<file path="config.mk">
export PLATFORM = sky130hd
export DESIGN_NAME = router_ctrl
export DESIGN_NICKNAME = d
export VERILOG_FILES = /design/src/rtl/router_pkg.sv /design/src/rtl/router_sft_timer.sv /design/src/rtl/router_ctrl.sv
export SDC_FILE = /design/constraint.sdc
export NUM_CORES = 1
export LEC_CHECK = 0
export CORE_MARGIN = 3
export CORE_UTILIZATION = 53
export CTS_BUF_LIST = sky130_fd_sc_hd__clkbuf_8 sky130_fd_sc_hd__clkbuf_16
export DETAILED_ROUTE_END_ITERATION = 8
export PLACE_DENSITY = 0.88
export SLEW_MARGIN = 10
export SYNTH_ARGS = -nofsm -noshare
export SYNTH_HDL_FRONTEND = slang
export SYNTH_SLANG_ARGS = --single-unit
</file>
<file path="constraint.sdc">
create_clock -name clk -period 2.8 [get_ports clk]
set_clock_uncertainty 0.15 [all_clocks]
set_input_delay 0.56 -clock clk [delete_from_list [all_inputs] [get_ports clk]]
set_output_delay 0.56 -clock clk [all_outputs]
set_load 0.01 [all_outputs]
</file>
<file path="src/rtl/router_pkg.sv">
// Shared types and header field layout for the 1x3 router write-side controller.
package router_pkg;

    typedef enum logic [2:0] {
        DECODE_ADDRESS,
        WAIT_TILL_EMPTY,
        LOAD_FIRST_DATA,
        WRITE_HEADER,
        LOAD_DATA,
        FIFO_FULL_STATE,
        CHECK_PARITY_ERROR
    } state_e;

    localparam logic [1:0] ADDR_INVALID = 2'b11;
    localparam int         NUM_PORTS    = 3;

    // Header byte = {len[5:0], addr[1:0]}
    localparam int LEN_MSB  = 7;
    localparam int LEN_LSB  = 2;
    localparam int ADDR_MSB = 1;
    localparam int ADDR_LSB = 0;

endpackage

</file>
<file path="src/rtl/router_sft_timer.sv">
// One channel's stall timer: pulses sft_rst_o when a non-empty FIFO goes unread for TIMEOUT cycles.
module router_sft_timer #(
    parameter int TIMEOUT = 30
) (
    input  logic clk,
    input  logic rst,
    input  logic vld_i,
    input  logic rd_i,
    output logic sft_rst_o
);

    localparam int            CW   = $clog2(TIMEOUT);
    localparam logic [CW-1:0] LAST = CW'(TIMEOUT - 1);

    logic [CW-1:0] cnt_q, cnt_d;
    logic          sft_q, sft_d;

    always_comb begin
        cnt_d = cnt_q + 1'b1;
        sft_d = 1'b0;
        if (!vld_i || rd_i) begin
            cnt_d = '0;
        end else if (cnt_q == LAST) begin
            cnt_d = '0;
            sft_d = 1'b1;
        end
    end

    always_ff @(posedge clk or negedge rst) begin
        if (!rst) begin
            cnt_q <= '0;
            sft_q <= 1'b0;
        end else begin
            cnt_q <= cnt_d;
            sft_q <= sft_d;
        end
    end

    assign sft_rst_o = sft_q;

endmodule

</file>
<file path="src/rtl/router_ctrl.sv">
// Router write-side FSM: header decode, FIFO write sequencing, parity check and stall timers.
// Define ROUTER_LEN_CHECK_EN to also flag a payload count that disagrees with the header length.
module router_ctrl
    import router_pkg::*;
#(
    parameter int TIMEOUT    = 30,
    parameter int DATA_WIDTH = 8
) (
    input  logic                  clk,
    input  logic                  rst,
    input  logic                  pkt_valid,
    input  logic [DATA_WIDTH-1:0] data_in,
    input  logic [NUM_PORTS-1:0]  fifo_full,
    input  logic [NUM_PORTS-1:0]  fifo_empty,
    input  logic [NUM_PORTS-1:0]  read_en,
    output logic                  busy,
    output logic [NUM_PORTS-1:0]  wr_en,
    output logic [DATA_WIDTH-1:0] fifo_data,
    output logic                  lfd_state,
    output logic [NUM_PORTS-1:0]  sft_rst,
    output logic [NUM_PORTS-1:0]  vld_out,
    output logic                  err,
    output logic                  parity_done
);

    state_e                state_q, state_d;
    logic [DATA_WIDTH-1:0] hdr_q, hdr_d;
    logic [1:0]            addr_q, addr_d;
    logic [DATA_WIDTH-1:0] parity_q, parity_d;
    logic [DATA_WIDTH-1:0] rx_par_q, rx_par_d;
    logic                  err_q, err_d;
    logic                  pdone_q, pdone_d;
`ifdef ROUTER_LEN_CHECK_EN
    logic [5:0]            len_cnt_q, len_cnt_d;
`endif

    assign vld_out     = ~fifo_empty;
    assign err         = err_q;
    assign parity_done = pdone_q;

    always_comb begin
        state_d   = state_q;
        hdr_d     = hdr_q;
        addr_d    = addr_q;
        parity_d  = parity_q;
        rx_par_d  = rx_par_q;
        err_d     = err_q;
        pdone_d   = 1'b0;
        busy      = 1'b0;
        wr_en     = '0;
        fifo_data = '0;
        lfd_state = 1'b0;
`ifdef ROUTER_LEN_CHECK_EN
        len_cnt_d = len_cnt_q;
`endif
        case (state_q)
            DECODE_ADDRESS: begin
                // Address 3 has no FIFO: the header is consumed and dropped.
                if (pkt_valid && data_in[ADDR_MSB:ADDR_LSB] != ADDR_INVALID) begin
                    hdr_d    = data_in;
                    addr_d   = data_in[ADDR_MSB:ADDR_LSB];
                    parity_d = data_in;
                    err_d    = 1'b0;
`ifdef ROUTER_LEN_CHECK_EN
                    len_cnt_d = '0;
`endif
                    state_d  = fifo_empty[data_in[ADDR_MSB:ADDR_LSB]] ? LOAD_FIRST_DATA
                                                                     : WAIT_TILL_EMPTY;
                end
            end
            WAIT_TILL_EMPTY: begin
                busy = 1'b1;
                if (fifo_empty[addr_q]) state_d = LOAD_FIRST_DATA;
            end
            LOAD_FIRST_DATA: begin
                // FIFO registers lfd_state, so it must lead the header write by one cycle.
                busy      = 1'b1;
                lfd_state = 1'b1;
                state_d   = WRITE_HEADER;
            end
            WRITE_HEADER: begin
                busy          = 1'b1;
                wr_en[addr_q] = 1'b1;
                fifo_data     = hdr_q;
                state_d       = LOAD_DATA;
            end
            LOAD_DATA: begin
                busy = fifo_full[addr_q];
                if (fifo_full[addr_q]) begin
                    state_d = FIFO_FULL_STATE;
                end else begin
                    wr_en[addr_q] = 1'b1;
                    fifo_data     = data_in;
                    if (pkt_valid) begin
                        parity_d = parity_q ^ data_in;
`ifdef ROUTER_LEN_CHECK_EN
                        len_cnt_d = len_cnt_q + 6'd1;
`endif
                    end else begin
                        rx_par_d = data_in;
                        state_d  = CHECK_PARITY_ERROR;
                    end
                end
            end
            FIFO_FULL_STATE: begin
                busy = 1'b1;
                if (!fifo_full[addr_q]) state_d = LOAD_DATA;
            end
            CHECK_PARITY_ERROR: begin
                busy    = 1'b1;
                pdone_d = 1'b1;
`ifdef ROUTER_LEN_CHECK_EN
                err_d   = (parity_q != rx_par_q) || (len_cnt_q != hdr_q[LEN_MSB:LEN_LSB]);
`else
                err_d   = (parity_q != rx_par_q);
`endif
                state_d = DECODE_ADDRESS;
            end
            default: state_d = DECODE_ADDRESS;
        endcase
    end

    always_ff @(posedge clk or negedge rst) begin
        if (!rst) begin
            state_q  <= DECODE_ADDRESS;
            hdr_q    <= '0;
            addr_q   <= '0;
            parity_q <= '0;
            rx_par_q <= '0;
            err_q    <= 1'b0;
            pdone_q  <= 1'b0;
`ifdef ROUTER_LEN_CHECK_EN
            len_cnt_q <= '0;
`endif
        end else begin
            state_q  <= state_d;
            hdr_q    <= hdr_d;
            addr_q   <= addr_d;
            parity_q <= parity_d;
            rx_par_q <= rx_par_d;
            err_q    <= err_d;
            pdone_q  <= pdone_d;
`ifdef ROUTER_LEN_CHECK_EN
            len_cnt_q <= len_cnt_d;
`endif
        end
    end

    for (genvar i = 0; i < NUM_PORTS; i++) begin : g_tmr
        router_sft_timer #(.TIMEOUT(TIMEOUT)) u_tmr (
            .clk       (clk),
            .rst       (rst),
            .vld_i     (vld_out[i]),
            .rd_i      (read_en[i]),
            .sft_rst_o (sft_rst[i])
        );
    end

endmodule

</file>
==> impl_metrics.csv <==
group,metric,value,unit
detailed_routing,antenna_violating_nets_post_route,0,
pwr,switching_share,0.3535,
detailed_routing,drt-pass1-iter-count,4,
floorplan,dieHeight,74.16,um
synth,syn_area,2462,um2
clock_network,cts-buffers-inserted,5,
sta,fmax,373.1,MHz
place,post-place-ws,-377.0,ps
global_routing,grt_first_pass_wirelength,8625,um
place,io_buffer_count,40,
pwr,seqPwrFrac,0.404,
global_routing,grt_max_degree,23,
clock_network,tritoncts_num_sinks,47,
synth,ys.warnings.count,0,
setup_path,timing.critical_path.required,2090,ps
finish,fin_util,0.6936,
run,max_cap_viol_count,0,
detailed_routing,drt_first_iter_violations,148,
detailed_routing,drt-wirelength-per-cell,15.10,um
sta,share_of_the_clock_period_used_by_the_worst_path,0.9571,
pwr,powerDensity,830.2,nW/um2
clock_network,ctsHtreeMaxLevel,2,
sta,setup_total_neg_slack,0,ps
synth,syn_avg_cell_area,10.61,um2
setup_path,critPathKind,"in -> out",
synth,ys_seq_area_frac,0.4776,
pwr,clockPowerShare,0.150,
sta,final.hold.worst_slack,342.8,ps
detailed_routing,num_vias,1845,
floorplan,start_util,0.5578,
global_routing,grt_antenna_before_repair,0,
detailed_routing,postRouteWirelength,5089,um
sta,final.setup.worst_slack,120.1,ps
sta,final_hold_viol_count,0,
pwr,irDropWorstVdd,0.0006151,V
clock_network,worstSkewPairLatency,290,ps
synth,synth_cell_type_count,41,
clock_network,cts_tree,"built",
floorplan,placeable_area,4414,um2
pwr,net-switching-power,898.4,uW
detailed_routing,total_drc_errors_in_the_routed_layout,0,
finish,layout-drive-gt1-share,0.2211,
finish,num_antenna_cells,0,
pwr,design_power_total,2542,uW
pwr,power.combinational.fraction,0.446,
setup_path,timing.critical_path.fanout_max,3,
setup_path,timing.critical_path.to_type,"output port",
clock_network,cts-root-to-sink-buffers,2,
global_routing,grtUsageTotal,0.2040,
finish,fill_cells,329,
clock_network,clock_transition_at_the_register_clock_pins_on_the_worst_setup_and_hold_paths_after_cts,80,ps
global_routing,grt.overflow.total,0,
sta,tightest_slew,438.4,ps
floorplan,die-width,74.16,um
sta,final_setup_violation_count,0,
place,finalWeightedCongestion,0.8008,
sta,slew_headroom,0.7074,
finish,finish.net_count,310,
floorplan,floorplan_die_area,5500,um2
synth,yosys_register_bits,47,
sta,layout_min_cycle_time,2680,ps
floorplan,io_pins,41,
synth,syn-num-nets,258,
setup_path,worst-endpoint-arrival,1970,ps
detailed_routing,routed_via_density,5.475,
sta,maxSlewViolCount,0,
sta,rsz_0062_raised_after_global_routing,"false",
pwr,power_report.internal_total,1643,uW
pwr,total_leakage_power,0.001410,uW
setup_path,worstSetupStartpointType,"input pin",
min_path,timing.hold.worst.class,"reg -> reg",
global_routing,via_count_of_the_first_global_routing_pass,1852,
clock_network,cts_root_buffer,"clkbuf_8",
status,run_status,"finished, final reports clean",
finish,syn2layout_area_growth,24.34,%
floorplan,count_of_standard_cell_rows,24,
synth,syn-instance-count,232,
place,dp_hpwl,3797,um
[per-stage QoR]
stage          cell area (um2)  instances
2_1_floorplan             2462        232
3_3_place_gp              2967        325
3_5_place_dp              2967        325
4_1_cts                   3044        336
5_1_grt                   3062        337
6_report                  3062        337
[worst paths after layout]
path | startpoint | to | slack (ps) | depth (start not counted)
max in group asynchronous | rst | hdr_q[0] | 1570 | 3
min in group asynchronous | rst | parity_done | 440 | 2
setup / recovery | fifo_full[0] | wr_en[0] | 120 | 8
setup reg to reg | hdr_q[0] | rx_par_q[3] | 550 | 7
hold / removal | g_tmr[2].u_tmr.cnt_q[0] | g_tmr[2].u_tmr.cnt_q[0] | 340 | 1
hold reg to reg | g_tmr[2].u_tmr.cnt_q[0] | g_tmr[2].u_tmr.cnt_q[0] | 340 | 1
[synthesized netlist by cell type]
cell type / instances / area share
a2111o_1: 1 / 0.0046
a211oi_1: 1 / 0.0030
a211oi_2: 1 / 0.0051
a21o_1: 2 / 0.0061
a21oi_1: 9 / 0.018
a221oi_1: 1 / 0.0036
a22o_1: 8 / 0.028
a31oi_1: 1 / 0.0025
and3_1: 2 / 0.0051
and3b_1: 1 / 0.0036
buf_2: 2 / 0.0041
buf_4: 7 / 0.021
buf_6: 1 / 0.0046
clkbuf_1: 6 / 0.0091
dfrtp_1: 47 / 0.48
ha_1: 6 / 0.030
inv_1: 10 / 0.015
mux2_2: 17 / 0.078
mux2_4: 1 / 0.0061
mux2i_1: 2 / 0.0081
nand2_1: 16 / 0.024
nand3_1: 15 / 0.030
nand3_2: 1 / 0.0041
nand3b_1: 3 / 0.0091
nand4_1: 5 / 0.013
nor2_1: 21 / 0.032
nor2_2: 1 / 0.0025
nor2b_1: 1 / 0.0025
nor3_1: 6 / 0.012
nor3_4: 1 / 0.0066
nor3b_2: 1 / 0.0051
nor3b_4: 1 / 0.0076
o211ai_1: 2 / 0.0061
o21ai_0: 2 / 0.0041
o221ai_1: 1 / 0.0036
o31a_1: 1 / 0.0036
o32ai_1: 1 / 0.0036
or2_2: 1 / 0.0025
or3b_1: 1 / 0.0036
xnor2_1: 19 / 0.068
xor2_1: 6 / 0.021
[logic make-up (layout without fill, tap and decap cells)]
logic type / count (synthesis) / in the layout / synth area share
fa+ha+maj: 6 / 6 / 0.03049
compound gates: 31 / 31 / 0.09248
buf+inv: 26 / 79 / 0.05437
flops: 47 / 47 / 0.4776
simple gates: 77 / 77 / 0.1641
mux: 20 / 20 / 0.09197
xor+xnor: 25 / 25 / 0.08892
[critical path, cell delays in order]
cell,delay [ps]
dlygate4sd2_1,230
mux2_4,290
a211oi_4,290
buf_4,160
buf_4,100
nor2_2,40
nor3_1,150
buf_2,150
[power by group through the flow]
stage          Sequential [uW]  Clock, uW  Combinational [uW]
2_1_floorplan             1000          0                 770
3_3_place_gp              1020          0                1110
3_5_place_dp              1030          0                1130
4_1_cts                   1020        386                1120
5_1_grt                   1050        411                1250
6_report                  1030        382                1130
[flip-flops by register name, summed over array words and instances, names as in the netlist]
signal / flops
g_tmr.u_tmr.cnt_q: 15
rx_par_q: 8
err: 1
hdr_q: 8
g_tmr.u_tmr.sft_rst_o: 3
parity_done: 1
state_q: 3
parity_q: 8
[final cells by class]
cell class / instances / area, um2 / share of cell area
Inverter: 10 / 37.54 / 0.01226
Multi-Input combinational cell: 159 / 1164 / 0.3801
Clock buffer: 5 / 68.82 / 0.02248
Timing Repair Buffer: 61 / 536.8 / 0.1753
Clock inverter: 3 / 12.51 / 0.004087
Sequential cell: 47 / 1177 / 0.3846
Tap cell: 52 / 65.06 / 0.02125
[placed cells by master (no fill, tap or decap), types with 2 or more instances in the layout]
cell type and count:
inv_1 12, dlymetal6s2s_1 2, buf_4 17, buf_6 2
nor2_1 21, nand4_1 5, and3_1 2, o211ai_1 2
dlygate4sd2_1 3, mux2i_1 2, mux2_2 17, clkdlybuf4s15_1 2
dfrtp_1 46, xor2_1 6, clkbuf_8 5, xnor2_1 19
clkdlybuf4s50_1 24, nand3b_1 3, a21o_1 2, nand2_1 16
buf_2 9, nor3_1 6, o21ai_0 2, a22o_1 8
nand3_1 15, ha_1 6, a21oi_1 9
[repair_timing]
| item | 4_1_cts | 5_1_grt |
|---|---|---|
| hold buffers | 1 | 0 |
| endpoints found under the hold margin | 3 | 0 |
| gates resized for setup | 42 | 5 |
| endpoints found under the setup margin | 12 | 12 |
| buffers inserted | 2 | 1 |
| pin swaps | 2 | 2 |
[layer usage]
layer,global-route usage,share of wire
met5,0,0
met4,0.05231,0.018
met3,0.05135,0.056
met2,0.3219,0.47
met1,0.2836,0.46
(Power assumes the default switching activity.)
